--- src/rtl/uart_tx_buffered_pkg.sv ---
// Shared definitions for the UART transmit path: FSM state encodings and
// baud-rate helpers, so the receive side can reuse the same values.
package uart_tx_buffered_pkg;

    // 2-bit line FSM state encodings
    typedef enum logic [1:0] {
        ST_IDLE  = 2'd0,
        ST_START = 2'd1,
        ST_DATA  = 2'd2,
        ST_STOP  = 2'd3
    } tx_state_e;

    // Clock cycles per serial bit, integer-truncated
    function automatic int clks_per_bit(input int clk_hz, input int baud);
        return clk_hz / baud;
    endfunction

    // True when n is a non-zero power of two
    function automatic bit is_pow2(input int n);
        return (n > 0) && ((n & (n - 1)) == 0);
    endfunction

endpackage

--- src/rtl/uart_tx_buffered_sync_fifo.sv ---
// Small synchronous FIFO, first-word fall-through: rd_data is valid while
// empty is low. A write while full is dropped even if a pop happens in the
// same cycle.
module sync_fifo
    import uart_tx_buffered_pkg::*;
#(
    parameter int WIDTH = 8,
    parameter int DEPTH = 16
) (
    input  logic             clk,
    input  logic             rst,
    input  logic             wr_en,
    input  logic [WIDTH-1:0] wr_data,
    input  logic             rd_en,
    output logic [WIDTH-1:0] rd_data,
    output logic             full,
    output logic             empty
);
    localparam int AW = $clog2(DEPTH);
    localparam int CW = AW + 1;

    if (DEPTH < 2 || !is_pow2(DEPTH)) begin : g_depth_chk
        $error("sync_fifo: DEPTH must be a power of two and at least 2");
    end

    logic [WIDTH-1:0] mem_q [DEPTH];
    logic [AW-1:0]    wr_ptr_q, wr_ptr_d;
    logic [AW-1:0]    rd_ptr_q, rd_ptr_d;
    logic [CW-1:0]    count_q, count_d;
    logic             full_q, full_d;
    logic             empty_q, empty_d;
    logic             wr_ok, rd_ok;

    assign wr_ok   = wr_en & ~full_q;
    assign rd_ok   = rd_en & ~empty_q;
    assign rd_data = mem_q[rd_ptr_q];
    assign full    = full_q;
    assign empty   = empty_q;

    // Next pointers/occupancy; flags follow the next count so they are registered
    always_comb begin
        wr_ptr_d = wr_ok ? wr_ptr_q + AW'(1) : wr_ptr_q;
        rd_ptr_d = rd_ok ? rd_ptr_q + AW'(1) : rd_ptr_q;
        count_d  = count_q;
        case ({wr_ok, rd_ok})
            2'b10:   count_d = count_q + CW'(1);
            2'b01:   count_d = count_q - CW'(1);
            default: count_d = count_q;
        endcase
        full_d  = (count_d == CW'(DEPTH));
        empty_d = (count_d == '0);
    end

    // Pointer, count and flag registers
    always_ff @(posedge clk) begin
        if (rst) begin
            wr_ptr_q <= '0;
            rd_ptr_q <= '0;
            count_q  <= '0;
            full_q   <= 1'b0;
            empty_q  <= 1'b1;
        end else begin
            wr_ptr_q <= wr_ptr_d;
            rd_ptr_q <= rd_ptr_d;
            count_q  <= count_d;
            full_q   <= full_d;
            empty_q  <= empty_d;
        end
    end

    // Storage array, written only on accepted writes
    always_ff @(posedge clk) begin
        if (wr_ok) begin
            mem_q[wr_ptr_q] <= wr_data;
        end
    end

endmodule

--- src/rtl/uart_tx_buffered.sv ---
// Buffered 8N1 UART transmitter: bytes queue in a FIFO and a baud-timed FSM
// shifts them out LSB first, back to back with no idle gap between frames.
module uart_tx_buffered
    import uart_tx_buffered_pkg::*;
#(
    parameter int CLK_HZ     = 12000000,
    parameter int BAUD       = 115200,
    parameter int FIFO_DEPTH = 16
) (
    input  logic       clk,
    input  logic       rst,
    input  logic       wr_en,
    input  logic [7:0] wr_data,
    output logic       full,
    output logic       empty,
    output logic       busy,
    output logic       uart_tx
);
    localparam int CPB = clks_per_bit(CLK_HZ, BAUD);
    localparam int BW  = (CPB < 2) ? 1 : $clog2(CPB);

    if (CPB < 2) begin : g_cpb_chk
        $error("uart_tx_buffered: CLK_HZ/BAUD must be at least 2");
    end

    tx_state_e   state_q, state_d;
    logic [BW-1:0] baud_q, baud_d;
    logic [2:0]  bit_cnt_q, bit_cnt_d;
    logic [7:0]  shift_q, shift_d;
    logic        tx_q, tx_d;
    logic        bit_done;
    logic        pop;
    logic [7:0]  fifo_data;
    logic        fifo_empty;

    sync_fifo #(
        .WIDTH (8),
        .DEPTH (FIFO_DEPTH)
    ) u_fifo (
        .clk     (clk),
        .rst     (rst),
        .wr_en   (wr_en),
        .wr_data (wr_data),
        .rd_en   (pop),
        .rd_data (fifo_data),
        .full    (full),
        .empty   (fifo_empty)
    );

    assign empty    = fifo_empty;
    assign bit_done = (baud_q == BW'(CPB - 1));
    assign busy     = (state_q != ST_IDLE);
    assign uart_tx  = tx_q;

    // State register and datapath registers
    always_ff @(posedge clk) begin
        if (rst) begin
            state_q   <= ST_IDLE;
            baud_q    <= '0;
            bit_cnt_q <= '0;
            shift_q   <= '0;
            tx_q      <= 1'b1;
        end else begin
            state_q   <= state_d;
            baud_q    <= baud_d;
            bit_cnt_q <= bit_cnt_d;
            shift_q   <= shift_d;
            tx_q      <= tx_d;
        end
    end

    // Next-state logic; pops happen from IDLE or at the end of the stop bit
    always_comb begin
        state_d = state_q;
        pop     = 1'b0;
        case (state_q)
            ST_IDLE: begin
                if (!fifo_empty) begin
                    pop     = 1'b1;
                    state_d = ST_START;
                end
            end
            ST_START: if (bit_done) state_d = ST_DATA;
            ST_DATA:  if (bit_done && bit_cnt_q == 3'd7) state_d = ST_STOP;
            ST_STOP: begin
                if (bit_done) begin
                    if (!fifo_empty) begin
                        pop     = 1'b1;
                        state_d = ST_START;
                    end else begin
                        state_d = ST_IDLE;
                    end
                end
            end
            default: state_d = ST_IDLE;
        endcase
    end

    // Outputs/datapath: baud counter restarts at each bit, so at every state entry;
    // line level is registered from the next state to stay glitch-free
    always_comb begin
        baud_d    = (state_q == ST_IDLE || bit_done) ? '0 : baud_q + BW'(1);
        bit_cnt_d = bit_cnt_q;
        shift_d   = shift_q;
        if (pop) begin
            bit_cnt_d = '0;
            shift_d   = fifo_data;
        end else if (state_q == ST_DATA && bit_done) begin
            bit_cnt_d = bit_cnt_q + 3'd1;
            shift_d   = {1'b0, shift_q[7:1]};
        end
        case (state_d)
            ST_START: tx_d = 1'b0;
            ST_DATA:  tx_d = shift_d[0];
            default:  tx_d = 1'b1;
        endcase
    end

endmodule
--- config.mk ---
export PLATFORM = sky130hd
export DESIGN_NAME = uart_tx_buffered
export DESIGN_NICKNAME = d
export VERILOG_FILES = /design/src/rtl/uart_tx_buffered_pkg.sv /design/src/rtl/uart_tx_buffered_sync_fifo.sv /design/src/rtl/uart_tx_buffered.sv
export SDC_FILE = /design/constraint.sdc
export NUM_CORES = 1
export LEC_CHECK = 0
export ABC_CLOCK_PERIOD_IN_PS = 3440
export CORE_AREA = 2 2 122 124
export DETAILED_ROUTE_END_ITERATION = 10
export DIE_AREA = 0 0 124 126
export PLACE_DENSITY = 0.64
export SYNTH_ARGS = -nofsm -noshare
export SYNTH_HDL_FRONTEND = slang
export SYNTH_SLANG_ARGS = --single-unit
--- constraint.sdc ---
create_clock -name clk -period 3.44 [get_ports clk]
set_clock_uncertainty 0.1 [all_clocks]
set_input_delay 0.688 -clock clk [delete_from_list [all_inputs] [get_ports clk]]
set_output_delay 0.688 -clock clk [all_outputs]
set_load 0.02 [all_outputs]
### After elaboration in Yosys (flattened, before gate mapping)

Memory sizes are Yosys's and may differ from the RTL's. A register that Yosys moved wholly into a read port is not among the register bits.
Cells that the tools add are included.

* shift-type cells: 0
* magnitude comparators: 0
* div/mod/pow operators: 0
* bitwise logic cells: 4
* reduce and logical (&&, ||, !) cells: 9
* mux-type cells: 17
* multipliers: 0
* equal/unequal tests: 10
* add/subtract/negate cells: 6

Operators by type and width (count)
* $mux 8: 2
* $pmux 5 s2: 1
* $add 4x1->4 const B: 2
* $eq 2x2->1 const B: 4
* $mux 2: 4
* $mux 4: 2
* $pmux 2 s4: 1
* $add 7x1->7 const B: 1
* $eq 7x7->1 const B: 1
* $eq 2x1->1 const B: 3
* $add 5x1->5 const B: 1
* $eq 5x5->1 const B: 1
* $logic_not 5->1: 1
* $mux 1: 5
* $sub 5x1->5 const B: 1
* $pmux 1 s2: 2
* $reduce_bool 2->1: 2
* $reduce_or 2->1: 2
* $add 3x1->3 const B: 1
* $eq 3x3->1 const B: 1
* $and 1x1->1: 2
* $logic_and 1x1->1: 2
* $logic_not 2->1: 1
* $not 1->1: 2
* $logic_or 1x1->1: 1

* word-level logic and storage cells: 58
* bits in writable memories: 128
* memories: 1
* memory bits (read-only): 0
* register bits: 36
* bits in latches: 0

Memories
* u_fifo.mem_q: depth 16, bits a word 8, read ports 1, clocked after memory_dff 1, write ports 1, RTL line uart_tx_buffered_sync_fifo.sv:26 `logic [WIDTH-1:0] mem_q [DEPTH];`

### Logic depth before layout (Yosys ltp)

Gate-level depths: netlist of run 1.

* depth in word-level cells: 7
* depth in mapped cells: 15

### Hierarchy

From an unflattened synthesis of run 1, not the netlist that was laid out.

* cells, all modules: 419
* area total of the unflattened synthesis: 7031.7 sq um

By module, submodules not included
* sync_fifo: cells each 303, area an instance 5953.2 sq um, times used 1
* uart_tx_buffered: cells each 116, area an instance 1078.5 sq um, times used 1

### Least setup slack after synthesis of run 1

Ideal clock, no wire load.

* path type: flip-flop to flip-flop
* start: register baud_q[0]
* end: register u_fifo.empty_q, in the netlist u_fifo.empty
* arrival time: 2.777 ns
* buffers on the path: 2
* period minus slack after synthesis: 2.964 ns
* stages on the path, launching flop included: 14
* slack: 0.476 ns
* cell sequence: dfxtp_1 -> ha_1 -> and3_1 -> buf_6 -> a41o_2 -> nand2_1 -> inv_1 -> buf_6 -> ha_1 -> a21o_1 -> nand3_1 -> nor3b_1 -> mux2_2 -> o31ai_1

* longest elaborated chain between the ends: 7
* elaborated cells on any way between the ends: 8

Ends and longest elaborated chain
* start: declaration: RTL line uart_tx_buffered.sv:27 `logic [BW-1:0] baud_q, baud_d;`
* start signal: assignment: RTL line uart_tx_buffered.sv:65 `baud_q <= baud_d;`
* $eq 7x7->1 *: RTL line uart_tx_buffered.sv:51 `assign bit_done = (baud_q == BW'(CPB - 1));`
* $mux 1 *: RTL line uart_tx_buffered.sv:86 `if (bit_done) begin`
* $pmux 1 s2 *: RTL line uart_tx_buffered.sv:76 `case (state_q)`
* $and 1x1->1 *: RTL line uart_tx_buffered_sync_fifo.sv:35 `assign rd_ok = rd_en & ~empty_q;`
* $eq 2x1->1 / $eq 2x2->1 (equally long branches): RTL line uart_tx_buffered_sync_fifo.sv:45 `case ({wr_ok, rd_ok})`
* $pmux 5 s2 *: RTL line uart_tx_buffered_sync_fifo.sv:45
* $logic_not 5->1 *: RTL line uart_tx_buffered_sync_fifo.sv:51 `empty_d = (count_d == '0);`
* end signal: assignment: RTL line uart_tx_buffered_sync_fifo.sv:67 `empty_q <= empty_d;`
* end: declaration: RTL line uart_tx_buffered_sync_fifo.sv:31 `logic empty_q, empty_d;`

Mark *: on every way between the ends. The rest lies on a longest branch, timed or not.
A chain may end at the register's enable or synchronous reset.

### Worst setup path in the final report of run 1

Same ends and word-level chain as after synthesis.

==> flow_metrics.env, run 1 <==
export IMPL_relSlewSlack=0.4965
export IMPL_antenna_found_initial=0
export IMPL_io_pins=15
export IMPL_antenna_cells=0
export IMPL_hold_buffers=0
export IMPL_ys_ff_latch=168
export IMPL_finalHoldViolations=0
export IMPL_initial_core_util=0.4921
export IMPL_crit_arrival_ns=3.30
export IMPL_start_kind="flop"
export IMPL_crit_fanout=8
export IMPL_drt_pass1_iter_count=5
export IMPL_synth_area_top_cells="edfxtp_1 55%, dfxtp_1 11%, mux4_2 9.9%"
export IMPL_ys_async_sr_fraction=0
export IMPL_fin_crit_ns=3.103
export IMPL_routed_wirelength_um=12840
export IMPL_dp_hpwl_um=8675
export IMPL_fin_nets=501
export IMPL_cp_common_cell="ha_1"
export IMPL_grt_start_max_net_pins=30
export IMPL_p_leak_nw=2.707
export IMPL_area_growth_pct=14.56
export IMPL_yosys_warnings=0
export IMPL_grt_overflow=0
export IMPL_final_antenna_net_count=0
export IMPL_crit_path_top_delay_cell="ha_1"
export IMPL_path_delay_family="simple AND/OR/NAND/NOR gates"
export IMPL_worstSetupPathType="reg -> reg"
export IMPL_yosysSeqAreaShare=0.6593
export IMPL_hp_class="reg -> reg"
export IMPL_gp_congestion=0.7869
export IMPL_fp_dieW_um=124
export IMPL_die_area_um2=15620
export IMPL_worst_ir_drop_vdd_mv=0.5545
export IMPL_routedWlPerCell_um=19.11
export IMPL_grt_pass1_vias=3739
export IMPL_htreeDepth=4
export IMPL_first_iter_violations=255
export IMPL_crit_required_ns=3.64
export IMPL_synth_flop_cell="edfxtp_1"
export IMPL_crit_chain="ha_1 > and3_1 > a41o_2 > nand2_1 > inv_1 > ha_1 > nand2b_1 > o22a_1 > mux2i_1 > nor4_2 > o31ai_1"
export IMPL_yosysUniqueCellTypes=49
export IMPL_yosysMostFrequentCell="edfxtp_1"
export IMPL_cp_end_kind="flop"
export IMPL_finalInstanceArea_um2=8070
export IMPL_slew_viol_final=0
export IMPL_path_clk_slew_ns=0.07
export IMPL_power_density_nw_per_um2=710.1
export IMPL_utilization=0.5638
export IMPL_synth_fp_nets=469
export IMPL_post_cts_resized=0
export IMPL_netlist_area_um2=7044
export IMPL_rsz0062_at_grt="no"
export IMPL_yosysTopAreaCell="edfxtp_1"
export IMPL_drt_vias_per_instance=5.626
export IMPL_placementRows=44
export IMPL_cts_sinks=168
export IMPL_cts_made_buffers=17
export IMPL_placed_area_um2=7447
export IMPL_core_um2=14310
export IMPL_synth_edf_count=128
export IMPL_critPathMaxStageDelay_ns=0.46
export IMPL_postCtsSetupBuffers=0
export IMPL_io_buffers=14
export IMPL_finalSetupViolCount=0
export IMPL_tns_ns=0
export IMPL_r2r_slack_ns=0.34
export IMPL_period_share=0.9019
export IMPL_outcome="finished clean"
export IMPL_crit_buf_inv=1
export IMPL_drive_gt1_frac=0.2049
export IMPL_synth_top_cells_by_count="128 x edfxtp_1, 44 x nor2_1, 40 x dfxtp_1, 31 x mux4_2, 28 x nand2_1"
export IMPL_synth_cells=443
export IMPL_track_usage=0.1786
export IMPL_fp_dieH_um=126
export IMPL_tightest_slew_ns=0.7542
export IMPL_synth_top_area_share=0.5456
export IMPL_worstSkewPairLatency_ns=0.44
export IMPL_max_freq_mhz=322.3
export IMPL_clock_path_buffers=2
export IMPL_cts_tree="yes"
export IMPL_grt_pass1_wl_um=20400
export IMPL_nFillCells=1100
export IMPL_syn_avg_cell_area_um2=15.90
export IMPL_drv_cap=0
export IMPL_drc=0
export IMPL_cts_root_buffer="clkbuf_16"
export IMPL_vias=3781
[registers in the layout (all words and copies together) (netlist names), named ones only]
| register | flops |
|---|---|
| u_fifo.mem_q | 128 |
| shift_q | 8 |
| baud_q | 7 |
| u_fifo.count_q | 5 |
| u_fifo.rd_ptr_q | 4 |
| u_fifo.wr_ptr_q | 4 |
| bit_cnt_q | 3 |
| state_q | 2 |
| u_fifo.empty | 1 |
| u_fifo.full | 1 |
| uart_tx | 1 |
[metrics by stage]
| stage | total power [mW] | cells | hold WS [ns] | setup WS, ns |
|---|---|---|---|---|
| 2_1_floorplan | 3.493 | 443 | 0.3175 | 0.4760 |
| 3_3_place_gp | 3.777 | 640 | 0.3315 | 0.1957 |
| 3_5_place_dp | 3.805 | 640 | 0.3496 | 0.1462 |
| 4_1_cts | 5.785 | 672 | 0.3575 | 0.3533 |
| 5_1_grt | 5.993 | 672 | 0.3774 | 0.1708 |
| 6_report | 5.730 | 672 | 0.3556 | 0.3374 |
[path summary, 6_finish.rpt]
check | startpoint | end | cells after the start
max reg2reg | baud_q[0] | u_fifo.empty | 11
min | baud_q[0] | baud_q[0] | 1
max | baud_q[0] | u_fifo.empty | 11
min reg2reg | baud_q[0] | baud_q[0] | 1
[cells by family after synthesis]
kind of cell / share of synthesized area
flip-flops: 0.6593
AND/OR/NAND/NOR: 0.08544
multiplexers: 0.1400
buffers and inverters: 0.02931
AO/OA/AOI/OAI: 0.04068
XOR/XNOR: 0.01865
adder cells (fa/ha/maj): 0.02664
[power breakdown]
part	internal [mW]	switching, mW	leakage (nW)
logic	0.651	0.642	0.922
clock network	1.11	0.869	0.303
registers	2.32	0.135	1.48
[per-layer routing]
layer  wire [µm]  part of all wire  track usage  vias up
met5           0                 0            0        -
met4         228             0.018      0.06015        0
met3         585             0.046      0.04937       19
met2        6497              0.51       0.2899       81
met1        5530              0.43       0.2331     1901
li1            -                 -            -     1780
[cell usage in the layout, fill, tap and decap left out, types with 4 or more instances in the layout]
cell type,n
nand2_1,28
nand3_1,15
a21oi_1,8
mux2i_1,4
nand4_1,4
mux4_2,31
nor2_1,44
ha_1,15
clkdlybuf4s50_1,14
nor3_1,13
nand2b_1,7
dfxtp_1,39
mux4_1,9
edfxtp_1,128
xnor2_1,5
xor2_1,10
clkbuf_16,17
a311oi_1,6
inv_8,4
buf_4,23
inv_1,12
inv_6,6
[worst reg2reg max path, stage by stage, from the launching register on]
cell      delay (ns)
dfxtp_1         0.32
ha_1            0.23
and3_1          0.24
a41o_2          0.38
nand2_1         0.12
inv_1           0.08
ha_1            0.47
nand2b_1        0.20
o22a_1          0.16
mux2i_1         0.07
nor4_2          0.46
o31ai_1         0.14
[cell type report]
type                            count  area, µm²  area share
Multi-Input combinational cell    238       2193      0.2718
Tap cell                          184      230.2     0.02853
Inverter                           12      45.04    0.005581
Clock buffer                       17      425.4     0.05271
Sequential cell                   168       4646      0.5757
Timing Repair Buffer               38      332.8     0.04124
Clock inverter                     15      197.7     0.02450
(Power assumes the default switching activity.)
==> run 2: changes to the inputs <==
Settings changed: GPL_TIMING_DRIVEN set to 0.
==> run 2 against run 1 <==
- sequential power down 2%
- design area decreased by 0.54%
- register-to-register slack got worse by 0.11 ns
- global-route usage is 0.89 points higher
- critical path type unchanged
- largest power group unchanged
==> flow_metrics.env, run 2 (synthesized netlist as in run 1, its figures left out) <==
export IMPL_drv_cap=0
export IMPL_clock_path_buffers=2
export IMPL_max_freq_mhz=311.8
export IMPL_layout_cells_most_common="edfxtp_1"
export IMPL_grt_pass1_vias=3803
export IMPL_antenna_found_initial=0
export IMPL_multi_input_area_um2=2206
export IMPL_rsz0062_at_grt="no"
export IMPL_top_register="u_fifo.mem_q"
export IMPL_tns_ns=0
export IMPL_fp_dieH_um=126
export IMPL_antenna_cells=0
export IMPL_largest_reg_flops=128
export IMPL_htreeDepth=4
export IMPL_grt_pass1_wl_um=20950
export IMPL_placed_area_um2=7425
export IMPL_finalInstanceArea_um2=8026
export IMPL_drc=0
export IMPL_io_buffers=13
export IMPL_routed_wirelength_um=13400
export IMPL_path_clk_slew_ns=0.06
export IMPL_first_iter_violations=318
export IMPL_finalSetupViolCount=0
export IMPL_drt_vias_per_instance=5.682
export IMPL_placementRows=44
export IMPL_drive_gt1_frac=0.1951
export IMPL_cp_end_kind="flop"
export IMPL_fin_nets=505
export IMPL_io_pins=15
export IMPL_worstSkewPairLatency_ns=0.42
export IMPL_crit_fanout=10
export IMPL_fp_dieW_um=124
export IMPL_start_kind="flop"
export IMPL_period_share=0.9325
export IMPL_finalHoldViolations=0
export IMPL_top_regs="u_fifo.mem_q (128), shift_q (8), baud_q (7)"
export IMPL_p_leak_nw=2.682
export IMPL_crit_required_ns=3.68
export IMPL_crit_arrival_ns=3.45
export IMPL_nFillCells=1124
export IMPL_slew_viol_final=0
export IMPL_grt_overflow=0
export IMPL_power_density_nw_per_um2=710.2
export IMPL_hp_class="reg -> reg"
export IMPL_cts_tree="yes"
export IMPL_worst_ir_drop_vdd_mv=0.4221
export IMPL_relSlewSlack=0.3957
export IMPL_worstSetupPathType="reg -> reg"
export IMPL_outcome="finished clean"
export IMPL_vias=3841
export IMPL_grt_start_max_net_pins=17
export IMPL_core_um2=14310
export IMPL_area_growth_pct=13.94
export IMPL_cts_root_buffer="clkbuf_16"
export IMPL_stdcell_count=676
export IMPL_dp_cells=643
export IMPL_fin_crit_ns=3.208
export IMPL_gp_congestion=0.7666
export IMPL_routedWlPerCell_um=19.82
export IMPL_cts_sinks=168
export IMPL_track_usage=0.1875
export IMPL_drt_pass1_iter_count=4
export IMPL_mostFrequentLayoutCells="128 x edfxtp_1, 44 x nor2_1, 40 x dfxtp_1, 31 x mux4_2, 27 x nand2_1"
export IMPL_tightest_slew_ns=0.9031
export IMPL_final_antenna_net_count=0
export IMPL_regArea_um2=4644
export IMPL_die_area_um2=15620
export IMPL_initial_core_util=0.4921
export IMPL_dp_hpwl_um=8864
export IMPL_cts_made_buffers=17
run 2: timing repair:
action	in CTS	in global routing
hold buffers	0	0
endpoints found under the setup margin	0	3
buffers inserted	0	1
resized for setup	0	2
run 2: path summary, 6_finish.rpt:
check	end	start	slack, ns	cells past startpoint
setup reg to reg	u_fifo.full	baud_q[0]	0.23	15
hold reg to reg	baud_q[0]	baud_q[0]	0.35	1
hold / removal	baud_q[0]	baud_q[0]	0.35	1
setup / recovery	u_fifo.full	baud_q[0]	0.23	15
run 2: power breakdown:
part | internal (mW) | switching (mW)
clock network | 1.09 | 0.798
logic | 0.673 | 0.742
registers | 2.32 | 0.0811
total | 4.08 | 1.62
run 2: area by class of cell:
type,count,area share
buffer,25,0.02011
clock buffer,18,0.05347
clock inverter,14,0.01964
inverter,12,0.005612
multi-input combinational,238,0.2748
sequential,168,0.5786
tap,184,0.02868
timing repair buffer,17,0.01902
run 2: per-stage QoR:
step,setup slack [ns],hold slack [ns],total power [mW],util
after floorplan,0.4760,0.3175,3.493,-
after global placement,-0.09737,0.3311,3.817,0.5173
after detailed placement,-0.1177,0.3468,3.852,0.5187
after CTS,0.05405,0.3612,5.748,0.5597
after global routing,0.07326,0.3934,5.971,0.5608
final,0.2323,0.3525,5.701,0.5608
run 2: critical path, cell delays in order (launching register included):
cell and delay, ns:
dfxtp_1 0.33, ha_1 0.23, and3_1 0.16, buf_6 0.13
a41o_2 0.35, nand2_2 0.16, inv_1 0.08, buf_6 0.14
ha_1 0.26, buf_2 0.19, nand2b_1 0.19, o22a_1 0.22
mux2i_1 0.16, nor4_2 0.07, buf_4 0.15, nor4_2 0.22
run 2: per-layer routing:
layer / GRT usage / wire, µm / share of wire
met5: 0 / 0 / 0
met4: 0.06279 / 111 / 0.0083
met2: 0.3158 / 6976 / 0.52
met3: 0.04665 / 615 / 0.046
met1: 0.2373 / 5694 / 0.42
==> run 3: changes to the inputs <==
Settings changed: ABC_CLOCK_PERIOD_IN_PS 3440 to 3500.
Clock period 3.44 ns to 3.5 ns, I/O delays scaled along.
==> run 3 against run 2 <==
- via count rose by 0.18%
- fmax down 2.6%
- global-route usage did not move
- hold slack about the same
- critical path depth did not move
- non-clock buffer count stayed put
- critical endpoint unchanged
- first-iteration DRC count grew 0.63%
- combinational power barely moved
- clock power barely moved
==> flow_metrics.env, run 3 (synthesized netlist as in run 1, its figures left out) <==
export IMPL_outcome="finished clean"
export IMPL_final_antenna_net_count=0
export IMPL_track_usage=0.1875
export IMPL_worst_ir_drop_vdd_mv=0.4143
export IMPL_drc=0
export IMPL_antenna_found_initial=0
export IMPL_power_density_nw_per_um2=698.9
export IMPL_crit_required_ns=3.75
export IMPL_power_mw=5.608
export IMPL_period_share=0.9414
export IMPL_r2r_worst_path_cells=15
export IMPL_first_iter_violations=320
export IMPL_dp_hpwl_um=8864
export IMPL_drt_pass1_iter_count=4
export IMPL_path_clk_slew_ns=0.07
export IMPL_relSlewSlack=0.3957
export IMPL_routed_wirelength_um=13420
export IMPL_core_um2=14310
export IMPL_timing_hold_ws_ns=0.3525
export IMPL_clock_path_buffers=2
export IMPL_antenna_cells=0
export IMPL_grt_start_max_net_pins=17
export IMPL_layout_setup_ws_ns=0.2051
export IMPL_tns_ns=0
export IMPL_sequentialPowerShare=0.421
export IMPL_grt_pass1_wl_um=20950
export IMPL_io_pins=15
export IMPL_r2r_end="u_fifo.full"
export IMPL_drv_cap=0
export IMPL_cts_tree="yes"
export IMPL_tightest_slew_ns=0.9031
export IMPL_internal_power_mw=4.008
export IMPL_routedWlPerCell_um=19.85
export IMPL_post_place_ws_ns=-0.06974
export IMPL_regArea_um2=4644
export IMPL_die_area_um2=15620
export IMPL_gp_congestion=0.7666
export IMPL_switching_share=0.2852
export IMPL_crit_reg2reg_launch="baud_q[0]"
export IMPL_finalSetupViolCount=0
export IMPL_crit_arrival_ns=3.54
export IMPL_max_freq_mhz=303.5
export IMPL_htreeDepth=4
export IMPL_worstSetupPathType="reg -> reg"
export IMPL_p_leak_nw=2.681
export IMPL_rsz0062_at_grt="no"
export IMPL_cp_end_kind="flop"
export IMPL_crit_fanout=10
export IMPL_worstHoldPathCells=1
export IMPL_multi_input_area_um2=2203
export IMPL_fin_nets=505
export IMPL_hp_class="reg -> reg"
export IMPL_placed_area_um2=7425
export IMPL_cts_made_buffers=17
export IMPL_slew_viol_final=0
export IMPL_vias=3848
export IMPL_stdcell_count=676
export IMPL_finalInstanceArea_um2=8024
export IMPL_clkPwrFrac=0.331
export IMPL_top_register="u_fifo.mem_q"
export IMPL_switchingPower_mw=1.599
export IMPL_cts_sinks=168
export IMPL_grt_pass1_vias=3803
export IMPL_placementRows=44
export IMPL_startpoint="baud_q[0]"
export IMPL_dp_cells=643
export IMPL_nFillCells=1125
export IMPL_drive_gt1_frac=0.1931
export IMPL_cts_root_buffer="clkbuf_16"
export IMPL_area_growth_pct=13.91
export IMPL_worstSkewPairLatency_ns=0.43
export IMPL_critPathCapture="u_fifo.full"
export IMPL_utilization=0.5606
export IMPL_finalHoldViolations=0
export IMPL_power_frac_comb=0.248
export IMPL_fp_dieW_um=124
export IMPL_start_kind="flop"
export IMPL_drt_vias_per_instance=5.692
export IMPL_layout_cells_most_common="edfxtp_1"
export IMPL_initial_core_util=0.4921
export IMPL_fin_crit_ns=3.295
export IMPL_io_buffers=13
export IMPL_largest_reg_flops=128
export IMPL_grt_overflow=0
export IMPL_top_regs="u_fifo.mem_q (128), shift_q (8), baud_q (7)"
export IMPL_r2r_slack_ns=0.21
export IMPL_mostFrequentLayoutCells="128 x edfxtp_1, 44 x nor2_1, 40 x dfxtp_1, 31 x mux4_2, 28 x nand2_1"
export IMPL_fp_dieH_um=126
==> run 3: cell count changes in the layout (fill, tap and decap cells not counted) <==
cell,delta
nand2_1,+1
nand2_2,-1
==> run 3: how the worst min path moves through the flow <==
stage          startpoint         end
3_5_place_dp    baud_q[0]   baud_q[0]
4_1_cts         baud_q[0]   baud_q[0]
5_1_grt        shift_q[7]  shift_q[7]
2_1_floorplan   baud_q[0]   baud_q[0]
6_report        baud_q[0]   baud_q[0]
3_3_place_gp    baud_q[0]   baud_q[0]
==> run 3: area by class of cell <==
class,instances,area share
tap,184,0.02869
sequential,168,0.5788
inverter,12,0.005614
clock buffer,18,0.05349
clock inverter,14,0.01965
multi-input combinational,238,0.2746
buffer,25,0.02012
timing repair buffer,17,0.01902
==> run 3: power by group through the flow <==
stage / sequential [mW] / combinational [mW] / clock, mW
3_5_place_dp: 2.40 / 1.38 / 0
5_1_grt: 2.37 / 1.53 / 1.97
2_1_floorplan: 2.40 / 1.04 / 0
4_1_cts: 2.36 / 1.40 / 1.89
6_report: 2.36 / 1.39 / 1.86
3_3_place_gp: 2.39 / 1.36 / 0
==> run 3: repair_timing <==
action	CTS	global route
hold buffers	0	0
resized for setup	0	1
setup endpoints to repair	0	3
setup buffers	0	1
==> run 3: metal layers <==
| layer | track usage | wire length [µm] | vias to the layer above |
|---|---|---|---|
| met1 | 0.2373 | 5737 | 1958 |
| met2 | 0.3158 | 6988 | 93 |
| li1 | - | - | 1786 |
| met5 | 0 | 0 | - |
| met3 | 0.04665 | 558 | 11 |
| met4 | 0.06279 | 131 | 0 |
==> run 3: worst max-delay path, cell delays in order (launching register included) <==
cell	delay (ns)
dfxtp_1	0.33
ha_1	0.23
and3_1	0.16
buf_6	0.13
a41o_2	0.34
nand2_1	0.22
inv_1	0.10
buf_6	0.15
ha_1	0.26
buf_2	0.19
nand2b_1	0.20
o22a_1	0.22
mux2i_1	0.16
nor4_2	0.07
buf_4	0.15
nor4_2	0.22
